===== src/rtl/gcd_pkg.sv =====
// Shared types and constants for the subtractive GCD FSMD.
// Optional iteration counter is enabled with GCD_ITER_COUNT_EN.
package gcd_pkg;

  localparam int unsigned GCD_WIDTH_DEFAULT = 16;

  typedef enum logic [1:0] {
    IDLE   = 2'd0,
    LOAD_B = 2'd1,
    CALC   = 2'd2,
    DONE   = 2'd3
  } gcd_state_e;

endpackage


===== src/rtl/gcd_fsmd_if.sv =====
// Handshake/operand bus between a host sequencer and gcd_fsmd.
// iter_count exists only when GCD_ITER_COUNT_EN is defined.
interface gcd_fsmd_if import gcd_pkg::*; #(
  parameter int unsigned WIDTH = GCD_WIDTH_DEFAULT
);

  logic             start;
  logic [WIDTH-1:0] data_in;
  logic             busy;
  logic             done;
  logic [WIDTH-1:0] result;
`ifdef GCD_ITER_COUNT_EN
  logic [WIDTH-1:0] iter_count;
`endif

  modport master (
    output start,
    output data_in,
    input  busy,
    input  done,
    input  result
`ifdef GCD_ITER_COUNT_EN
    , input iter_count
`endif
  );

  modport slave (
    input  start,
    input  data_in,
    output busy,
    output done,
    output result
`ifdef GCD_ITER_COUNT_EN
    , output iter_count
`endif
  );

endinterface


===== src/rtl/gcd_fsmd_pipo_n.sv =====
// Parallel-in/parallel-out WIDTH-bit register with load enable and
// synchronous active-high reset; holds the A, B and result values.
module pipo_n #(
  parameter int unsigned WIDTH = 16
) (
  input  logic             clk,
  input  logic             rst,
  input  logic             ld,
  input  logic [WIDTH-1:0] d,
  output logic [WIDTH-1:0] q
);

  logic [WIDTH-1:0] data_d;
  logic [WIDTH-1:0] data_q;

  always_comb begin
    data_d = data_q;
    if (ld) data_d = d;
  end

  always_ff @(posedge clk) begin
    if (rst) data_q <= '0;
    else     data_q <= data_d;
  end

  assign q = data_q;

endmodule


===== src/rtl/gcd_fsmd.sv =====
// Subtractive GCD controller + datapath; operands arrive serially on data_in.
// Define GCD_ITER_COUNT_EN to add the saturating subtraction counter.
module gcd_fsmd import gcd_pkg::*; #(
  parameter int unsigned WIDTH = GCD_WIDTH_DEFAULT
) (
  input  logic       clk,
  input  logic       rst,
  gcd_fsmd_if.slave  bus
);

  gcd_state_e       state_d, state_q;
  logic             busy_d, busy_q;
  logic             done_d, done_q;
  logic             a_ld, b_ld, res_ld;
  logic [WIDTH-1:0] a_d, b_d, res_d;
  logic [WIDTH-1:0] a_q, b_q, res_q;

  pipo_n #(.WIDTH(WIDTH)) u_reg_a   (.clk(clk), .rst(rst), .ld(a_ld),   .d(a_d),   .q(a_q));
  pipo_n #(.WIDTH(WIDTH)) u_reg_b   (.clk(clk), .rst(rst), .ld(b_ld),   .d(b_d),   .q(b_q));
  pipo_n #(.WIDTH(WIDTH)) u_reg_res (.clk(clk), .rst(rst), .ld(res_ld), .d(res_d), .q(res_q));

  // Controller and compare/subtract datapath
  always_comb begin
    state_d = state_q;
    a_ld    = 1'b0;
    b_ld    = 1'b0;
    res_ld  = 1'b0;
    a_d     = a_q;
    b_d     = b_q;
    res_d   = a_q;
    unique case (state_q)
      IDLE: begin
        if (bus.start) begin
          a_ld    = 1'b1;
          a_d     = bus.data_in;
          state_d = LOAD_B;
        end
      end
      LOAD_B: begin
        b_ld    = 1'b1;
        b_d     = bus.data_in;
        state_d = CALC;
      end
      CALC: begin
        if (a_q == '0) begin
          res_ld  = 1'b1;
          res_d   = b_q;
          state_d = DONE;
        end else if (b_q == '0 || a_q == b_q) begin
          res_ld  = 1'b1;
          res_d   = a_q;
          state_d = DONE;
        end else if (a_q > b_q) begin
          a_ld = 1'b1;
          a_d  = a_q - b_q;
        end else begin
          b_ld = 1'b1;
          b_d  = b_q - a_q;
        end
      end
      DONE:    state_d = IDLE;
      default: state_d = IDLE;
    endcase
    busy_d = (state_d == LOAD_B) || (state_d == CALC);
    done_d = (state_d == DONE);
  end

  always_ff @(posedge clk) begin
    if (rst) begin
      state_q <= IDLE;
      busy_q  <= 1'b0;
      done_q  <= 1'b0;
    end else begin
      state_q <= state_d;
      busy_q  <= busy_d;
      done_q  <= done_d;
    end
  end

  assign bus.busy   = busy_q;
  assign bus.done   = done_q;
  assign bus.result = res_q;

`ifdef GCD_ITER_COUNT_EN
  logic [WIDTH-1:0] iter_d, iter_q;
  logic             sub_en;

  // Counts subtraction edges, cleared on an accepted start, saturating
  always_comb begin
    sub_en = (state_q == CALC) && (a_q != '0) && (b_q != '0) && (a_q != b_q);
    iter_d = iter_q;
    if (state_q == IDLE && bus.start)      iter_d = '0;
    else if (sub_en && (iter_q != '1))     iter_d = iter_q + WIDTH'(1);
  end

  always_ff @(posedge clk) begin
    if (rst) iter_q <= '0;
    else     iter_q <= iter_d;
  end

  assign bus.iter_count = iter_q;
`endif

endmodule


===== src/flat_wrapper.sv =====
// flat-port wrapper written by rule: the top's interface ports become plain ports
module gcd_fsmd_flat import gcd_pkg::*;
#(
  parameter int unsigned WIDTH = GCD_WIDTH_DEFAULT
)
  (clk, rst, bus_start, bus_data_in, bus_busy, bus_done, bus_result);
  gcd_fsmd_if #(.WIDTH(WIDTH)) bus_i ();
  input  logic clk;
  input  logic rst;
  input wire logic [$bits(bus_i.start)-1:0] bus_start;
  input wire logic [$bits(bus_i.data_in)-1:0] bus_data_in;
  output wire logic [$bits(bus_i.busy)-1:0] bus_busy;
  output wire logic [$bits(bus_i.done)-1:0] bus_done;
  output wire logic [$bits(bus_i.result)-1:0] bus_result;
  assign bus_i.start = bus_start;
  assign bus_i.data_in = bus_data_in;
  assign bus_busy = bus_i.busy;
  assign bus_done = bus_i.done;
  assign bus_result = bus_i.result;
  gcd_fsmd #(.WIDTH(WIDTH)) u_core (.clk(clk), .rst(rst), .bus(bus_i));
endmodule

===== config.mk =====
export PLATFORM = sky130hd
export DESIGN_NAME = gcd_fsmd_flat
export DESIGN_NICKNAME = d
export VERILOG_FILES = /design/src/rtl/gcd_pkg.sv /design/src/rtl/gcd_fsmd_if.sv /design/src/rtl/gcd_fsmd_pipo_n.sv /design/src/rtl/gcd_fsmd.sv /design/src/flat_wrapper.sv
export SDC_FILE = /design/constraint.sdc
export NUM_CORES = 1
export LEC_CHECK = 0
export CORE_ASPECT_RATIO = 2
export CORE_MARGIN = 2
export CORE_UTILIZATION = 50
export DETAILED_ROUTE_END_ITERATION = 7
export GPL_ROUTABILITY_DRIVEN = 0
export PLACE_DENSITY = 0.84
export SYNTH_ARGS = -nofsm -noshare
export SYNTH_HDL_FRONTEND = slang
export SYNTH_SLANG_ARGS = --single-unit

===== constraint.sdc =====
create_clock -name clk -period 2.4 [get_ports clk]
set_input_delay 0.36 -clock clk [delete_from_list [all_inputs] [get_ports clk]]
set_output_delay 0.36 -clock clk [all_outputs]
set_load 0.02 [all_outputs]

==> flow_summary_export.csv, run 1 <==
group,metric,value,unit
timing,period_share,110,%
clocking,tritoncts,"done",
hold_path,hold_path.class,"input port to register",
setup_path,r2r_slack,-0.23,ns
setup_path,required,2.60,ns
routing,wirelength,13.6,mm
clocking,root_buffer,"clkbuf_16",
routing,num_vias,4510,
setup_path,crit_end,"u_core.u_reg_b.q[1]",
timing,setup_slack,-0.230,ns
die,rows,46,
timing,drv_slew,0,
synthesis,netlist_area,3970,um^2
synthesis,synth_area_leaders,"dfxtp_1 (26%), ha_1 (11%), a211oi_1 (7.2%)",
die,die_h,130,um
synthesis,synth_top_flop_cell,"dfxtp_1",
routing,drt-pass1-iter-count,7,
global_route,antenna_found_initial,0,
synthesis,yosysTopAreaCell,"dfxtp_1",
final_layout,mostFrequentLayoutCell,"buf_4",
clocking,clock_latency,0.30,ns
die,ios,37,
routing,via_per_inst,6.23,
clocking,hold_buffers,0,
global_route,grt-ovfl-total,0,
synthesis,synth_edf_count,0,
timing,setup_viol,33,
timing,worst_pin_slew,0.615,ns
synthesis,syn_inst,524,
timing,tns,-4.73,ns
timing,finClkSkew,0.00432,ns
setup_path,cp-end-kind,"register",
synthesis,ys_types,54,
synthesis,synth_top_area_share,26.2,%
die,initial_core_util,50.8,%
final_layout,layout_common_cells,"buf_4 (80), nor2_1 (64), a21oi_1 (53), inv_1 (46), dfxtp_1 (46)",
job,maxCapViolCount,0,
timing,rsz0062_at_grt,"true",
clocking,cts_buffer_depth,2,
clocking,clk_pin_slew_worst_paths,0.07,ns
global_route,grt_pass1_vias,4224,
final_layout,areaGrowthSynthToFinish,37.4,%
routing,drc,0,
timing,max_freq,380,MHz
synthesis,synthArstFlopShare,0,%
routing,wl_per_cell,18.7,um
timing,hold_viol_final,0,
synthesis,yosys_register_bits,52,
synthesis,synth_nets,580,
synthesis,ys_warn_count,0,
placement,pre_cts_slack,-0.206,ns
status,violations,"setup timing",
setup_path,rr_worst_depth,11,
routing,ant_nets,0,
timing,maxSlewHeadroom,59.0,%
clocking,htreeDepth,2,
die,core,7830,um^2
synthesis,ys_seq_area_share,26.2,%
final_layout,drive_gt1_share,22.9,%
clocking,cts.sinks,52,
placement,port-buffer-count,36,
global_route,track_usage,29.4,%
global_route,grt_pass1_wl,19.7,mm
setup_path,path_max_fanout,14,
status,status,"finished, violations left",
setup_path,critPathKind,"register to register",
synthesis,postSynthAreaPerCell,7.58,um^2
placement,post-place-cells,704,
global_route,grt_max_degree,53,
final_layout,final_cells,724,
setup_path,cp-start-kind,"register",
die,die_area,8720,um^2
timing,finalCriticalPeriod,2.63,ns
hold_path,holdPathStages,3,
final_layout,diodes,0,
final_layout,layout.nets,683,
clocking,cts_made_buffers,5,
die,die_w,67.0,um
placement,detailed_place_hpwl,8.99,mm
routing,drt-initial-drc-count,498,
setup_path,crit_arrival,2.83,ns
setup_path,setup.worst_path.start,"u_core.u_reg_b.q[0]",
setup_path,r2r_end,"u_core.u_reg_b.q[1]",
setup_path,r2r-start,"u_core.u_reg_b.q[0]",
## metrics by stage
| step | hold slack [ns] | utilization (%) | instance area [um^2] |
|---|---|---|---|
| floorplan | 0.501 | - | 3980 |
| global placement | 0.488 | 63.0 | 4930 |
| detailed placement | 0.493 | 63.0 | 4930 |
| CTS | 0.408 | 67.0 | 5250 |
| global route | 0.432 | 69.8 | 5460 |
| finish | 0.413 | 69.8 | 5460 |
## kinds of logic after synthesis
group,share of synthesized area (%)
flip-flops,26.2
AO/OA/AOI/OAI,28.7
buffers and inverters,8.25
AND/OR/NAND/NOR,19.3
XOR/XNOR,3.75
adder cells (fa/ha/maj),12.0
multiplexers,1.76
## cell usage after synthesis, types with 7 or more instances
cell / number
clkbuf_1: 20
o21ai_0: 19
nor2_1: 69
a211oi_1: 38
xnor2_1: 13
nor2b_1: 19
dfxtp_1: 52
a21o_1: 10
buf_2: 7
nor3_1: 8
a21oi_1: 56
nor4_1: 10
mux2i_1: 7
inv_1: 47
nand2_1: 21
nand3_1: 8
ha_1: 35
o31ai_1: 7
## cell type report
class,instances,area (um^2)
Sequential cell,52,1050
Clock buffer,6,129
Timing Repair Buffer,128,1140
Fill cell,600,2370
Multi-Input combinational cell,392,2830
Tap cell,96,120
Inverter,48,180
Clock inverter,2,16.3
## layer usage
layer | up-vias | share of wire, % | wire length, um | track usage (%)
met4 | 0 | 6.5 | 887 | 15.6
met1 | 2063 | 35 | 4810 | 35.7
met2 | 301 | 50 | 6720 | 49.3
li1 | 2063 | - | - | -
met3 | 83 | 8.4 | 1140 | 3.62
met5 | - | 0 | 0 | 0
## flip-flops by register name, indices dropped and copies added, names as in the netlist
| register | flops |
|---|---|
| u_core.state_q | 2 |
| u_core.bus.done | 1 |
| u_core.u_reg_res.q | 16 |
| u_core.bus.busy | 1 |
| u_core.u_reg_b.q | 16 |
| u_core.u_reg_a.q | 16 |
## critical path, cell delays in order (launching register included)
cell	delay (ns)
dfxtp_2	0.35
buf_6	0.12
ha_4	0.15
fa_2	0.24
nor2b_2	0.06
o31a_1	0.34
o31ai_4	0.33
a21oi_4	0.13
o31ai_4	0.26
buf_6	0.22
nor2_1	0.07
a211oi_1	0.26
## how the worst min path moves through the flow
| stage | to | startpoint | slack (ns) |
|---|---|---|---|
| 2_1_floorplan | u_core.u_reg_b.q[15] | u_core.u_reg_b.q[15] | 0.50 |
| 3_3_place_gp | u_core.u_reg_res.q[5] | u_core.u_reg_res.q[5] | 0.49 |
| 3_5_place_dp | u_core.u_reg_res.q[15] | u_core.u_reg_res.q[15] | 0.49 |
| 4_1_cts | u_core.u_reg_a.q[8] | rst | 0.41 |
| 5_1_grt | u_core.u_reg_a.q[8] | rst | 0.43 |
| 6_report | u_core.u_reg_a.q[8] | rst | 0.41 |
## repair_timing
action / 4_1_cts / 5_1_grt
setup endpoints to repair: 29 / 49
endpoints found under the hold margin: 0 / 0
resized for setup: 39 / 22
pin swaps: 10 / 6
setup buffers: 3 / 7
gates cloned: 0 / 2
Power of run 1 is not shown: default switching activity piles up to over one toggle a cycle in this logic, so the estimate is an artifact.
==> run 2, diff against run 1 <==
--- a/config.mk
+++ b/config.mk
@@ -11,6 +11,7 @@
 export DETAILED_ROUTE_END_ITERATION = 7
 export GPL_ROUTABILITY_DRIVEN = 0
 export PLACE_DENSITY = 0.84
+export SKIP_LAST_GASP = 1
 export SYNTH_ARGS = -nofsm -noshare
 export SYNTH_HDL_FRONTEND = slang
 export SYNTH_SLANG_ARGS = --single-unit
==> flow_summary_export.csv, run 2 (synthesis results as in run 1) <==
group,metric,value,unit
status,status,"finished, violations left",
status,violations,"setup timing",
global_route,track_usage,29.3,%
routing,dr_wl_met3,1.11,mm
final_layout,mostFrequentLayoutCell,"buf_4",
global_route,grt_pass1_vias,4211,
clocking,tritoncts,"done",
final_layout,areaGrowthSynthToFinish,37.9,%
die,die_h,130,um
die,die_w,67.0,um
timing,setup_viol,33,
clocking,clock_latency,0.30,ns
timing,period_share,113,%
setup_path,critPathBufInv,2,
placement,place_area,4930,um^2
global_route,antenna_found_initial,0,
die,ios,37,
routing,via_per_inst,6.25,
routing,drt-initial-drc-count,535,
die,die_area,8720,um^2
routing,top_layer,"met4",
routing,wl_per_cell,19.1,um
clocking,root_buffer,"clkbuf_16",
timing,setup_slack,-0.302,ns
setup_path,r2r-start,"u_core.u_reg_b.q[0]",
timing,hold_viol_final,0,
setup_path,critPathKind,"register to register",
clocking,cts_made_buffers,5,
placement,port-buffer-count,36,
setup_path,crit_arrival,2.88,ns
routing,ant_nets,0,
setup_path,r2r_end,"u_core.u_reg_a.q[10]",
setup_path,r2r_slack,-0.30,ns
timing,drv_slew,0,
job,maxCapViolCount,0,
clocking,cts_buffer_depth,2,
timing,maxSlewHeadroom,58.5,%
routing,drt-pass1-iter-count,5,
setup_path,cp-start-kind,"register",
final_layout,final_cells,726,
final_layout,utilization,70.0,%
setup_path,setup.worst_path.start,"u_core.u_reg_b.q[0]",
setup_path,slowest_stage,"fa_2",
timing,finClkSkew,0.00558,ns
setup_path,path_max_fanout,8,
global_route,grt-ovfl-total,0,
timing,max_freq,370,MHz
setup_path,crit_family,"compound AO/OA/AOI/OAI gates",
final_layout,stdcell_area,5480,um^2
setup_path,crit_chain,"buf_6, ha_4, fa_2, nor2b_2, o31a_1, o31ai_4, a21oi_4, o211a_4, buf_8, mux2i_1, o21ai_1",
setup_path,rr_worst_depth,11,
routing,drc,0,
routing,drt-met1-wl,4.98,mm
setup_path,cp-end-kind,"register",
clocking,htreeDepth,2,
final_layout,diodes,0,
global_route,grt_max_degree,53,
timing,finalCriticalPeriod,2.70,ns
final_layout,drive_gt1_share,23.5,%
routing,num_vias,4536,
clocking,cts.sinks,52,
hold_path,hold_path.class,"input port to register",
clocking,hold_buffers,0,
final_layout,layout.nets,685,
setup_path,required,2.58,ns
routing,wirelength,13.9,mm
final_layout,layout_common_cells,"buf_4 (83), nor2_1 (66), a21oi_1 (53), inv_1 (46), dfxtp_1 (45)",
global_route,grt_pass1_wl,19.6,mm
die,rows,46,
routing,dr_wl_met2,6.74,mm
setup_path,crit_cells,11,
die,core,7830,um^2
setup_path,cp_slowest_stage_delay,0.37,ns
clocking,clk_pin_slew_worst_paths,0.07,ns
timing,rsz0062_at_grt,"true",
timing,worst_pin_slew,0.623,ns
placement,post-place-cells,704,
setup_path,crit_end,"u_core.u_reg_a.q[10]",
die,initial_core_util,50.8,%
placement,detailed_place_hpwl,8.99,mm
==> run 2: cell types whose count changed in the layout (fill, tap and decap cells not counted), sizes merged <==
cell | before | now
clkbuf | 8 | 7
buf | 91 | 94
==> run 2: final cells by class <==
class	count	area [um^2]
Tap cell	96	120
Clock buffer	6	129
Fill cell	599	2350
Clock inverter	2	16.3
Sequential cell	52	1050
Timing Repair Buffer	130	1140
Inverter	48	180
Multi-Input combinational cell	392	2840
==> run 2: metal layers <==
| layer | up-vias | track usage, % |
|---|---|---|
| met1 | 2073 | 35.2 |
| met2 | 311 | 49.5 |
| met3 | 90 | 3.71 |
| li1 | 2062 | - |
| met4 | 0 | 15.7 |
| met5 | - | 0 |
==> run 2: timing repair <==
item,CTS,global route
buffers inserted,3,10
gates resized for setup,37,28
endpoints found under the hold margin,0,0
cloned,0,1
setup endpoints to repair,29,49
pin swaps,10,8
==> run 2: worst min-delay path by stage <==
stage / slack (ns) / startpoint / end / cells after the start
after CTS: 0.41 / rst / u_core.u_reg_a.q[8] / 3
final: 0.43 / rst / u_core.u_reg_a.q[8] / 3
after floorplan: 0.50 / u_core.u_reg_b.q[15] / u_core.u_reg_b.q[15] / 2
after global routing: 0.44 / rst / u_core.u_reg_a.q[8] / 3
after detailed placement: 0.49 / u_core.u_reg_res.q[15] / u_core.u_reg_res.q[15] / 2
after global placement: 0.49 / u_core.u_reg_res.q[5] / u_core.u_reg_res.q[5] / 2
==> run 2: worst reg2reg max path: cells and delay by family (launching register included) <==
kind                       cells  cell delay (ns)
adders and majority gates      2             0.54
AOI/OAI and AO/OA              5             0.98
and+or+nand+nor                1             0.20
buffers and inverters          2             0.28
muxes                          1             0.23
DFF                            1             0.34
==> run 2: per-stage QoR <==
step	worst slack (ns)	TNS, ns	hold WS [ns]
floorplan	0.0101	0	0.501
global placement	-0.0944	-0.778	0.488
detailed placement	-0.206	-2.92	0.493
CTS	-0.0285	-0.0605	0.408
global route	-0.345	-7.62	0.443
finish	-0.302	-5.90	0.428
Power of run 2 is left out for the same reason.
==> run 3, diff against run 2 <==
--- a/config.mk
+++ b/config.mk
@@ -11,7 +11,6 @@
 export DETAILED_ROUTE_END_ITERATION = 7
 export GPL_ROUTABILITY_DRIVEN = 0
 export PLACE_DENSITY = 0.84
-export SKIP_LAST_GASP = 1
 export SYNTH_ARGS = -nofsm -noshare
 export SYNTH_HDL_FRONTEND = slang
 export SYNTH_SLANG_ARGS = --single-unit
==> results of run 3 <==
Same layout as run 1: the final DEF is identical, and so are final timing and power.
Power of run 3 is left out for the same reason.
==> RTL edit, RTL diff (flow settings as in run 3) <==
Change the package constant `GCD_WIDTH_DEFAULT` from 16 to 32.
--- a/src/rtl/gcd_pkg.sv
+++ b/src/rtl/gcd_pkg.sv
@@ -2,7 +2,7 @@
 // Optional iteration counter is enabled with GCD_ITER_COUNT_EN.
 package gcd_pkg;
 
-  localparam int unsigned GCD_WIDTH_DEFAULT = 16;
+  localparam int unsigned GCD_WIDTH_DEFAULT = 32;
 
   typedef enum logic [1:0] {
     IDLE   = 2'd0,
Interface: changed (resized bus_data_in and bus_result); port bits go from 37 to 69. No check against the original RTL was run, so the function may have changed too.
==> RTL edit against run 3 <==
The flow now stops in global routing (5_1_grt); area after synthesis is 110% higher.
==> RTL edit: results (changes against run 3) <==
| Metric | Value |
|---|---|
| Status | aborted with a tool error |
| Last stage | global routing (5_1_grt) |
| Log Error | [ERROR GRT-0116] Global routing finished with congestion. Check the congestion regions in the DRC Viewer. |
| Placed Area | 10800 sq um (+120%) |
| CTS Sinks | 100 (+92%) |
| Cells after synthesis | 1118 (+110%) |
| Max clock buf depth | 2 (unchanged) |
| TritonCTS Buffers | 9 (+4) |
| HPWL Detailed | 25000 microns (+180%) |
| Largest net degree at the start of global routing | 55 |
| Sequential share of the synthesized area | 0.239 (-0.0225) |
| Total Routing Usage GR | 0.600 |
| Async SR Flop Fraction | 0 (unchanged) |
| Placed Cells | 1560 (+120%) |
| H-tree levels | 3 (+1) |
| Input/output buffers | 68 (+89%) |
| Ys flop type | dfxtp_1 |
| Post-synthesis net count | 1222 (+110%) |
| Synth top area cells | dfxtp_1 24%, ha_1 10%, a21oi_1 9.5% |
| Synth top cells by count | 159 x a21oi_1, 148 x nor2_1, 100 x dfxtp_1 |
| Synthesis warning total | 0 (unchanged) |
| Unique cell type count in the Yosys netlist | 71 (+31%) |
| Vias in the first global route | 13.1k |
| Core Rows | 66 (+43%) |
| Root buf cell | clkbuf_16 |
| Dpl ws | -0.509 ns (-0.303 ns) |
| First-pass GRT wire length | 81300 microns |
| Total gr overflow | 48 |
-- RTL edit: routing by layer --
| metal | overflow | GRT usage |
|---|---|---|
| met1 | 1 | 0.621 |
| met2 | 25 | 0.798 |
| met3 | 0 | 0.369 |
| met4 | 22 | 0.557 |
| met5 | 0 | 0.107 |
-- RTL edit: logic make-up after synthesis --
kind of cell	synth area share
adders and majority gates	0.105
DFF	0.239
and+or+nand+nor	0.194
muxes	0.0186
buffers and inverters	0.0885
xor gates and xnor gates	0.0461
AOI/OAI and AO/OA	0.309
-- RTL edit: repair_timing --
action                     in CTS
setup endpoints to repair      98
pin swaps                      55
setup buffers                  46
cloned                         13
gates resized for setup       233
-- RTL edit: per-stage QoR --
stage / utilization / TNS (ns)
after CTS: 0.786 / -14.29
after global placement: 0.663 / -18.11
after detailed placement: 0.663 / -26.02
after floorplan: - / -2.97
